--- src/rtl/serial_comp_pkg.sv ---
// rtl/serial_comp_pkg.sv - FSM states, one-hot result encoding for the serial magnitude comparator
package serial_comp_pkg;

    localparam logic [1:0] IDLE  = 2'd0;
    localparam logic [1:0] SHIFT = 2'd1;
    localparam logic [1:0] DONE  = 2'd2;

    // Result vector layout is {lt, gt, eq}.
    localparam logic [2:0] RES_NONE = 3'b000;
    localparam logic [2:0] RES_EQ   = 3'b001;
    localparam logic [2:0] RES_GT   = 3'b010;
    localparam logic [2:0] RES_LT   = 3'b100;

    function automatic logic [2:0] pack_res(input logic eq, input logic gt, input logic lt);
        return {lt, gt, eq};
    endfunction

endpackage

--- src/rtl/comp_bit_cell.sv ---
// rtl/comp_bit_cell.sv - combinational 1-bit magnitude compare cell
module comp_bit_cell (
    input  logic a_bit,
    input  logic b_bit,
    output logic eq,
    output logic gt,
    output logic lt
);

    assign eq = ~(a_bit ^ b_bit);
    assign gt = a_bit & ~b_bit;
    assign lt = ~a_bit & b_bit;

endmodule

--- src/rtl/serial_mag_comp.sv ---
// rtl/serial_mag_comp.sv - bit-serial MSB-first magnitude comparator; SERIAL_COMP_SIGNED_EN selects two's complement
module serial_mag_comp
    import serial_comp_pkg::*;
#(
    parameter int WIDTH = 8
) (
    input  logic clk,
    input  logic rst_n,
    input  logic start,
    input  logic in_valid,
    output logic in_ready,
    input  logic a_bit,
    input  logic b_bit,
    output logic out_valid,
    input  logic out_ready,
    output logic equal,
    output logic greater,
    output logic lower,
    output logic busy
);

    localparam int CW = $clog2(WIDTH);
    localparam logic [CW-1:0] CNT_LOAD = CW'(WIDTH - 1);

    logic [1:0]    state;
    logic [CW-1:0] count;
    logic [2:0]    acc;
    logic [2:0]    res;
    logic          beat;
    logic          cell_eq;
    logic          cell_gt;
    logic          cell_lt;
    logic [2:0]    beat_res;
    logic [2:0]    nxt_acc;

    comp_bit_cell u_cell (
        .a_bit (a_bit),
        .b_bit (b_bit),
        .eq    (cell_eq),
        .gt    (cell_gt),
        .lt    (cell_lt)
    );

`ifdef SERIAL_COMP_SIGNED_EN
    // The first beat carries the sign bit, where a set bit means the smaller value.
    assign beat_res = (count == CNT_LOAD) ? pack_res(cell_eq, cell_lt, cell_gt)
                                          : pack_res(cell_eq, cell_gt, cell_lt);
`else
    assign beat_res = pack_res(cell_eq, cell_gt, cell_lt);
`endif

    // acc stays RES_EQ until the first differing bit pair; after that it is frozen.
    assign nxt_acc = (acc == RES_EQ) ? beat_res : acc;

    assign beat      = in_valid & in_ready;
    assign in_ready  = (state == SHIFT);
    assign out_valid = (state == DONE);
    assign busy      = (state != IDLE);
    assign equal     = res[0];
    assign greater   = res[1];
    assign lower     = res[2];

    always_ff @(posedge clk or negedge rst_n) begin
        if (!rst_n) begin
            state <= IDLE;
            count <= '0;
            acc   <= RES_EQ;
            res   <= RES_NONE;
        end else begin
            case (state)
                IDLE: begin
                    if (start) begin
                        state <= SHIFT;
                        count <= CNT_LOAD;
                        acc   <= RES_EQ;
                    end
                end
                SHIFT: begin
                    if (beat) begin
                        acc   <= nxt_acc;
                        count <= count - CW'(1);
                        if (count == '0) begin
                            state <= DONE;
                            res   <= nxt_acc;
                        end
                    end
                end
                DONE: begin
                    if (out_ready) begin
                        state <= IDLE;
                        res   <= RES_NONE;
                    end
                end
                default: begin
                    state <= IDLE;
                    res   <= RES_NONE;
                end
            endcase
        end
    end

endmodule
--- config.mk ---
export PLATFORM = sky130hd
export DESIGN_NAME = serial_mag_comp
export DESIGN_NICKNAME = d
export VERILOG_FILES = /design/src/rtl/serial_comp_pkg.sv /design/src/rtl/comp_bit_cell.sv /design/src/rtl/serial_mag_comp.sv
export SDC_FILE = /design/constraint.sdc
export NUM_CORES = 1
export LEC_CHECK = 0
export ABC_AREA = 0
export BUFFER_PORTS_ARGS = -buffer_cell sky130_fd_sc_hd__buf_4
export CAP_MARGIN = 10
export CELL_PAD_IN_SITES_DETAIL_PLACEMENT = 0
export CELL_PAD_IN_SITES_GLOBAL_PLACEMENT = 1
export CORE_MARGIN = 5
export CORE_UTILIZATION = 44
export CTS_BUF_LIST = sky130_fd_sc_hd__clkbuf_4 sky130_fd_sc_hd__clkbuf_8
export CTS_CLUSTER_SIZE = 20
export DETAILED_ROUTE_END_ITERATION = 10
export GPL_TIMING_DRIVEN = 0
export PLACE_DENSITY_LB_ADDON = 0.15
export SLEW_MARGIN = 20
export SYNTH_ARGS = -nofsm -noshare
export SYNTH_HDL_FRONTEND = slang
export SYNTH_SLANG_ARGS = --single-unit
--- constraint.sdc ---
create_clock -name clk -period 2 [get_ports clk]
set_input_delay 0.4 -clock clk [delete_from_list [all_inputs] [get_ports clk]]
set_output_delay 0.4 -clock clk [all_outputs]
set_load 0.005 [all_outputs]
# --- Yosys cells after proc, flatten, opt, wreduce, memory -nomap -nowiden ---
# Index checks and enable logic that the tools add are counted.
totals:
  wordCells: 43
  ff_bits: 11
classes:
  n_addsub: 1
  n_reduce_logical: 7
  eq_ne: 7
  n_mux: 16
  bitwise_logic: 8
ops:
  columns: ["operator", "n"]
  rows:
  - ["3-bit two-way mux", 8]
  - ["3-bit case mux with 2 select lines", 2]
  - ["3-bit case mux with 3 select lines", 1]
  - ["2-bit two-way mux", 4]
  - ["4-bit AND reduction", 2]
  - ["2-bit by 1-bit != test with 1-bit output (second input constant)", 3]
  - ["2-bit case mux with 3 select lines", 1]
  - ["1-bit inverter", 4]
  - ["2-bit nonzero test", 2]
  - ["1-bit AND", 3]
  - ["3-bit by 1-bit equality test with 1-bit output (second input constant)", 1]
  - ["3-bit zero test", 1]
  - ["3-bit AND reduction", 1]
  - ["3-bit by 1-bit subtractor with 3-bit output (second input constant)", 1]
  - ["2-bit by 1-bit equality test with 1-bit output (second input constant)", 1]
  - ["2-bit equality test (second input constant)", 1]
  - ["2-bit zero test", 1]
  - ["2-bit != test (second input constant)", 1]
  - ["1-bit XOR", 1]

# --- Logic depth before layout (Yosys ltp) ---
# Gate-level depths: netlist of the first run.
logic_depth:
  ltp_word: 6
  mapped_depth: 6
  depth_no_buf: 6

# --- Modules after synthesis ---
# A second synthesis of the first run with hierarchy kept.
hier_totals:
  cells_unflattened: 58
  hier_area_um2: 593.1
by_module_without_submodules:
  columns: ["mod", "area_per_inst_um2", "instances", "cells_each"]
  rows:
  - ["serial_mag_comp", 560.5, 1, 54]
  - ["comp_bit_cell", 32.5, 1, 4]

# --- Least setup slack after synthesis of the first run ---
# Ideal clock, no wire load.
synth_path:
  path_type: "register to register"
  start: "register count[0]"
  end: "register res[0]"
  slack_ns: 0.825
  stages_incl_launch_ff: 7
  required_time_ns: 1.877
  arrival_time_ns: 1.052
  path_cell_list: "dfrtp_1 inv_1 ha_1 ha_1 nand3_1 and2_1 o2bb2ai_1"
synth_between:
  elab_chain_cells: 3
synth_lines:
  columns: ["element", "line_no", "rtl"]
  rows:
  - ["from (decl)", "serial_mag_comp.sv:26", "logic [CW-1:0] count;"]
  - ["from (signal assigned)", "serial_mag_comp.sv:81", "count <= count - CW'(1);"]
  - ["3-bit zero test", "serial_mag_comp.sv:82", "if (count == '0) begin"]
  - ["2-bit by 1-bit != test with 1-bit output (no source line)", null, null]
  - ["4-bit AND reduction (no source line)", null, null]
  - ["to (signal assigned)", "serial_mag_comp.sv:84", "res <= nxt_acc;"]
  - ["to (decl)", "serial_mag_comp.sv:28", "logic [2:0] res;"]
# Every way passes these cells.
# A chain may end at the register's enable or synchronous reset.

# --- Worst setup path after layout of the first run ---
layout_path:
  start: "register state[0]"
  end: "output port busy"
layout_between:
  elab_chain_cells: 1
layout_lines:
  columns: ["element", "line_no", "rtl"]
  rows:
  - ["from (decl)", "serial_mag_comp.sv:25", "logic [1:0] state;"]
  - ["from (signal assigned)", "serial_mag_comp.sv:65", "state <= IDLE;"]
  - ["from (signal assigned)", "serial_mag_comp.sv:73", "state <= SHIFT;"]
  - ["from (signal assigned)", "serial_mag_comp.sv:83", "state <= DONE;"]
  - ["2-bit nonzero test", "serial_mag_comp.sv:58", "assign busy = (state != IDLE);"]
  - ["to (decl)", "serial_mag_comp.sv:19", "output logic busy"]
# Every way passes these cells.

==> flow_summary.toml, run 1 <==
[setup_path]
reg2reg_slack_ns = 0.70
crit_type = "flip-flop to output pin"
cp_num_buf_inv = 3
cpPeakStageDelay_ns = 0.41
crit_path_max_fanout = 10
path_delay_family = "flip-flops"
cpMaxStageDelayCell = "dfrtp_1"
start_kind = "flip-flop"
path_cells = "buf_6 -> nor2_2 -> inv_1 -> buf_4"
reg2reg_to = "res[0]"
r2r-start = "count[0]"
end_kind = "output pin"
cp.required_ns = 1.60
crit_arrival_ns = 1.17
cp-startpoint = "state[0]"
rr_worst_depth = 6

[placed_design]
dp_hpwl_um = 960.5
gp_congestion = 0.7525
dp_worst_setup_slack_ns = 0.6410
port_buffers = 12

[cells_and_area]
fin_util_pct = 57.74
diodes = 0
drive_gt1_share_pct = 30.67
syn_to_final_growth_pct = 25.11
n_fill_cell = 110
multiInputGateArea_um2 = 279.0
register_area_um2 = 276.5
nNetsFinal = 87

[die]
die_w_um = 46.72
dieHeight_um = 46.72
coreArea_mm2 = 0.001285
initial_core_util_pct = 46.15
die_area_mm2 = 0.002182
io_pins = 13
num_rows = 13

[cts]
numCtsBuffers = 3
clock_sinks = 11
cts_tree = "done"
postCtsResizedCells = 0
htree_levels = 1
cts_max_path_buffers = 2
cts_root_buffer = "clkbuf_4"
clkLatencyLatePin_ns = 0.27
clk_pin_slew_worst_paths_ns = 0.08

[synth]
synth.top_cells.by_area = "dfrtp_1 (42%), ha_1 (8.4%), o2bb2ai_1 (7.4%)"
syn_inst = 58
yosys_warnings = 0
netlist_area_um2 = 593.1
netlist.area_leader.share_pct = 42.19
ys_types = 23
yosysTopAreaCell = "dfrtp_1"
synth_fp_nets = 69
synth_seq_cells = 11
yosysSeqAreaShare_pct = 46.62
syn_area_per_cell_um2 = 10.23

[timing]
min_period_ns = 1.570
worst_pin_slew_ns = 0.2424
rsz0062_at_grt = "false"
max_slew_margin_pct = 83.71
fin_crit_sh_pct = 78.48
finClkSkew_ns = 0.004871
fmax_ghz = 0.6371
fin_setup_tns_ns = 0
hold_viol = 0
setup_viol = 0
worst_slack_ns = 0.4303
final_max_slew_viol_count = 0

[route]
wl_um = 1228
dr.pass1.iters = 4
drc_errors = 0
wl_per_cell_um = 13.64
vias = 471
via_per_inst = 5.233
ant_nets = 0
drtIter0Drc = 9

[hold_path]
min_to = "state[1]"
hold_depth = 2
min_from = "out_ready"
hp-class = "primary input to flip-flop"

[flow_run]
maxCapViolations = 0

[global_routing]
grt_usage_pct = 14.20
antenna_found_initial = 0
grt_pass1_vias = 490
globalRouteOverflowTotal = 0
grt_pass1_wl_um = 2118
grt_max_degree = 12

[power_and_ir_drop]
ir_worst_vdd_mv = 0.7141
p_per_area_mw_per_mm2 = 1229
leakage_nw = 0.3697

[run_status]
status = "completed"
cell type report:
cell class                 count  share of cell area [%]
inverter                       7                   3.541
buffer                         1                   1.518
multi-input combinational     39                   37.61
sequential                    11                   37.27
timing repair buffer          13                   13.49
clock buffer                   4                   4.047
tap                           15                   2.530
power by group:
group	total, mW	switching, mW	internal [mW]
clock network	0.169	0.0781	0.0907
registers	0.390	0.0726	0.318
logic	0.352	0.152	0.200
total	0.912	0.303	0.609
metrics by stage:
| stage | instance area, µm² | hold slack (ns) | instances | power [mW] |
|---|---|---|---|---|
| after CTS | 742.0 | 0.3195 | 90 | 0.9215 |
| after global routing | 742.0 | 0.3274 | 90 | 0.9876 |
| after detailed placement | 701.9 | 0.2455 | 85 | 0.7474 |
| after floorplan | 593.1 | 0.1044 | 58 | 0.6156 |
| final | 742.0 | 0.3224 | 90 | 0.9116 |
| after global placement | 701.9 | 0.2421 | 85 | 0.7384 |
sequential cells by signal (all words and copies together), names as in the netlist:
register and count:
count 3, res 3, state 2, acc 3
synth_stat cells, drive strengths merged:
library cell	n
nor3	1
o21ba	1
and2	2
a31oi	1
dfrtp	10
o2bb2ai	5
a21o	1
nor2	7
nor2b	2
dfstp	1
and3b	2
inv	7
buf	1
o21ai	2
a32o	2
a21oi	4
nand2b	2
nand3	2
nand2	1
ha	4
worst reg2reg max path, stage by stage (launching register included):
cell	delay, ns
dfrtp_1	0.38
inv_1	0.06
ha_1	0.20
ha_1	0.19
nand3_1	0.09
and2_1	0.18
o2bb2ai_1	0.13
how the worst max path moves through the flow:
stage / end / slack, ns / cells after the start
after floorplan: res[0] / 0.82 / 6
after global placement: res[0] / 0.68 / 6
after detailed placement: res[0] / 0.64 / 6
after CTS: busy / 0.41 / 4
after global routing: busy / 0.38 / 4
final: busy / 0.43 / 4
layout by cell type (no fill, tap or decap), drive strengths merged, types with 2 or more instances in the layout:
cell type	n
inv	7
and2	2
clkbuf	4
nor2b	2
ha	4
o2bb2ai	5
buf	13
a32o	2
nor2	7
a21oi	4
nand2b	2
and3b	2
nand3	2
o21ai	2
dfrtp	10
kinds of logic (layout without fill, tap and decap cells):
| kind of cell | Yosys count | in the layout | share of synthesized area [%] |
|---|---|---|---|
| buffers and inverters | 8 | 25 | 6.330 |
| AO/OA/AOI/OAI | 16 | 16 | 20.46 |
| flip-flops | 11 | 11 | 46.63 |
| AND/OR/NAND/NOR | 19 | 19 | 18.14 |
| adder cells (fa/ha/maj) | 4 | 4 | 8.439 |
routing by layer:
metal  GRT usage, %  up-vias  routed length [µm]
li1               -      237                   -
met1          17.62      226                 540
met2          22.25        6                 629
met3          2.344        2                  43
met4          9.945        0                  15
met5              0        -                   0
repair_timing:
| action | in CTS | in global routing |
|---|---|---|
| hold buffers | 1 | 0 |
| hold endpoints to repair | 10 | 0 |
| buffers inserted | 0 | 0 |
(Power assumes the default switching activity.)
==> run 2: changes to the inputs <==
- ABC_AREA: 0 -> 1
- CORE_UTILIZATION: 44 -> 39
- clock period: 2 -> 1.5 ns (I/O delays scaled with it)
==> run 2 against run 1 <==
Net effect: setup slack got worse by 0.34 ns; count of clock-buffer cells in the layout did not move; synthesized cell count rose by 47%; critical endpoint is now in_ready; utilization fell by 5.8 points; global-route usage fell by 3.7 points; area after synthesis rose by 7.8%; highest routed layer unchanged; worst hold slack got worse by 0.021 ns; combinational power rose by 72%; critical path depth did not move; design area rose by 6.7%; non-clock buffer count fell by 1.
==> flow_summary.toml, run 2 <==
[synth]
synth_edf_count = 0
netlist_area_um2 = 639.4
syn_inst = 85
synth_top_family_by_area = "simple AND/OR/NAND/NOR gates"
synth_top_flop_cell = "dfrtp_1"
synth_xor_area_share_pct = 0
synth-async-reset-ratio_pct = 100.0
synth_seq_cells = 11
synth-simple-area-share_pct = 31.70
yosysTopAreaCell = "dfrtp_1"
synth_fp_nets = 96
synth_mux_area_share_pct = 0
yosysMostFrequentCell = "nand2_1"
synth.top_cells.by_area = "dfrtp_1 (39%), nand2_1 (15%), inv_1 (8.2%)"
yosys_warnings = 0
ys_types = 18
syn_area_per_cell_um2 = 7.522
netlist.area_leader.share_pct = 39.14
yosysSeqAreaShare_pct = 43.25
synthAdderAreaFrac_pct = 7.828
synthTopCellsByCount = "nand2_1 (25), inv_1 (14), dfrtp_1 (10), nor2_1 (9), a21oi_1 (6)"
synth_compound_area_share_pct = 7.436

[route]
wl_met1_um = 567
top_layer = "met4"
drtIter0Drc = 10
via_per_inst = 4.500
dr.pass1.iters = 4
wl_per_cell_um = 10.46
ant_nets = 0
wl_met2_um = 575
wl_um = 1234
wl_met3_um = 67
drc_errors = 0
vias = 531

[timing]
fmax_ghz = 0.7072
min_period_ns = 1.414
max_slew_margin_pct = 82.17
finClkSkew_ns = 0.005289
setup_viol = 0
worst_pin_slew_ns = 0.2654
rsz0062_at_grt = "false"
final_max_slew_viol_count = 0
fin_crit_sh_pct = 94.26
fin_setup_tns_ns = 0
hold_viol = 0

[global_routing]
grt_pass1_wl_um = 2104
globalRouteOverflowTotal = 0
antenna_found_initial = 0
grt_pass1_vias = 491
grt_max_degree = 12
grt_usage_pct = 10.51

[cts]
cts_root_buffer = "clkbuf_4"
clock_sinks = 11
cts_tree = "done"
clk_pin_slew_worst_paths_ns = 0.08
cts_max_path_buffers = 2
cts_setup_buffers = 0
numCtsBuffers = 3
htree_levels = 1
clkLatencyLatePin_ns = 0.27

[cells_and_area]
drive_gt1_share_pct = 26.47
reg_top3 = "acc: 3 flops, count: 3 flops, res: 3 flops"
mostFrequentLayoutCells = "nand2_1 (24), inv_1 (13), buf_4 (12)"
syn_to_final_growth_pct = 23.87
diodes = 0
nNetsFinal = 114
fin_cells = 118
layout_commonest_cell = "nand2_1"

[die]
io_pins = 13
initial_core_util_pct = 41.95
num_rows = 14
dieHeight_um = 50.49
coreArea_mm2 = 0.001524
die_w_um = 50.49
die_area_mm2 = 0.002549

[power_and_ir_drop]
switching_share_pct = 41.08
switchingPower_uw = 542.9
p_comb_share_pct = 45.9
ir_worst_vdd_mv = 0.7616
p_per_area_mw_per_mm2 = 1669
p_int_uw = 778.6
leakage_nw = 0.4641
p_clk_share_pct = 17.0
power_frac_seq_pct = 37.1

[setup_path]
reg2reg_slack_ns = 0.19
end_kind = "output pin"
start_kind = "flip-flop"
crit_arrival_ns = 1.11
cp.required_ns = 1.20
rr_worst_depth = 9
reg2reg_to = "res[1]"
r2r-start = "count[0]"
crit_type = "flip-flop to output pin"
crit_path_max_fanout = 6

[hold_path]
min_to = "acc[2]"
hp-class = "primary input to flip-flop"
min_from = "in_valid"
hold_depth = 3

[run_status]
status = "completed"

[placed_design]
dp_hpwl_um = 971.1
dp_cells = 113
port_buffers = 12
gp_congestion = 0.7589

[flow_run]
maxCapViolations = 0
-- run 2: cell type report --
| class | count | area (µm²) |
|---|---|---|
| repair buffers | 13 | 100.1 |
| flip-flops and latches | 11 | 276.5 |
| well taps | 16 | 20.02 |
| inverters | 16 | 62.56 |
| clock buffers | 4 | 30.03 |
| multi-input cells | 58 | 302.8 |
| fillers | 163 | 732.0 |
-- run 2: how the worst max path moves through the flow --
stage | start | end | slack (ns) | cells past startpoint
finish | state[1] | in_ready | 0.09 | 4
global route | count[0] | res[2] | 0.004 | 9
CTS | state[1] | in_ready | 0.006 | 4
detailed placement | count[0] | res[2] | 0.16 | 9
global placement | count[0] | res[1] | 0.17 | 9
floorplan | count[0] | res[0] | 0.25 | 9
-- run 2: critical path, stage by stage, from the launching register on --
cell     delay [ns]
dfrtp_1        0.41
inv_2          0.11
nand2_2        0.11
inv_4          0.10
buf_4          0.11
-- run 2: per-stage QoR --
step	util, %	worst slack, ns	instance area, µm²	hold WS (ns)	total power, mW
final	51.97	0.08603	792.0	0.3016	1.322
after global routing	51.97	0.004308	792.0	0.3253	1.455
after CTS	51.81	0.005964	789.5	0.2883	1.344
after detailed placement	49.18	0.1553	749.5	0.1422	1.113
after global placement	49.18	0.1701	749.5	0.1412	1.104
after floorplan	-	0.2508	639.4	0.004409	0.9155
-- run 2: kinds of logic after synthesis --
logic type / after synthesis
adders and majority gates: 4
buffers and inverters: 16
AOI/OAI and AO/OA: 9
DFF: 11
and+or+nand+nor: 45
-- run 2: power by group through the flow --
stage	combinational (mW)	sequential [mW]	clock, mW
detailed placement	0.615	0.498	0
floorplan	0.433	0.482	0
global route	0.700	0.510	0.245
finish	0.607	0.490	0.225
global placement	0.610	0.494	0
CTS	0.621	0.492	0.231
-- run 2: repair_timing --
| action | in CTS | in global routing |
|---|---|---|
| hold buffers | 1 | 0 |
| setup endpoints to repair | 0 | 4 |
| endpoints found under the hold margin | 10 | 0 |
| resized for setup | 0 | 2 |
-- run 2: metal layers --
| metal | up-vias | GRT usage (%) |
|---|---|---|
| met2 | 11 | 16.12 |
| met4 | 0 | 5.106 |
| met5 | - | 0 |
| met1 | 224 | 13.64 |
| li1 | 291 | - |
| met3 | 5 | 2.663 |
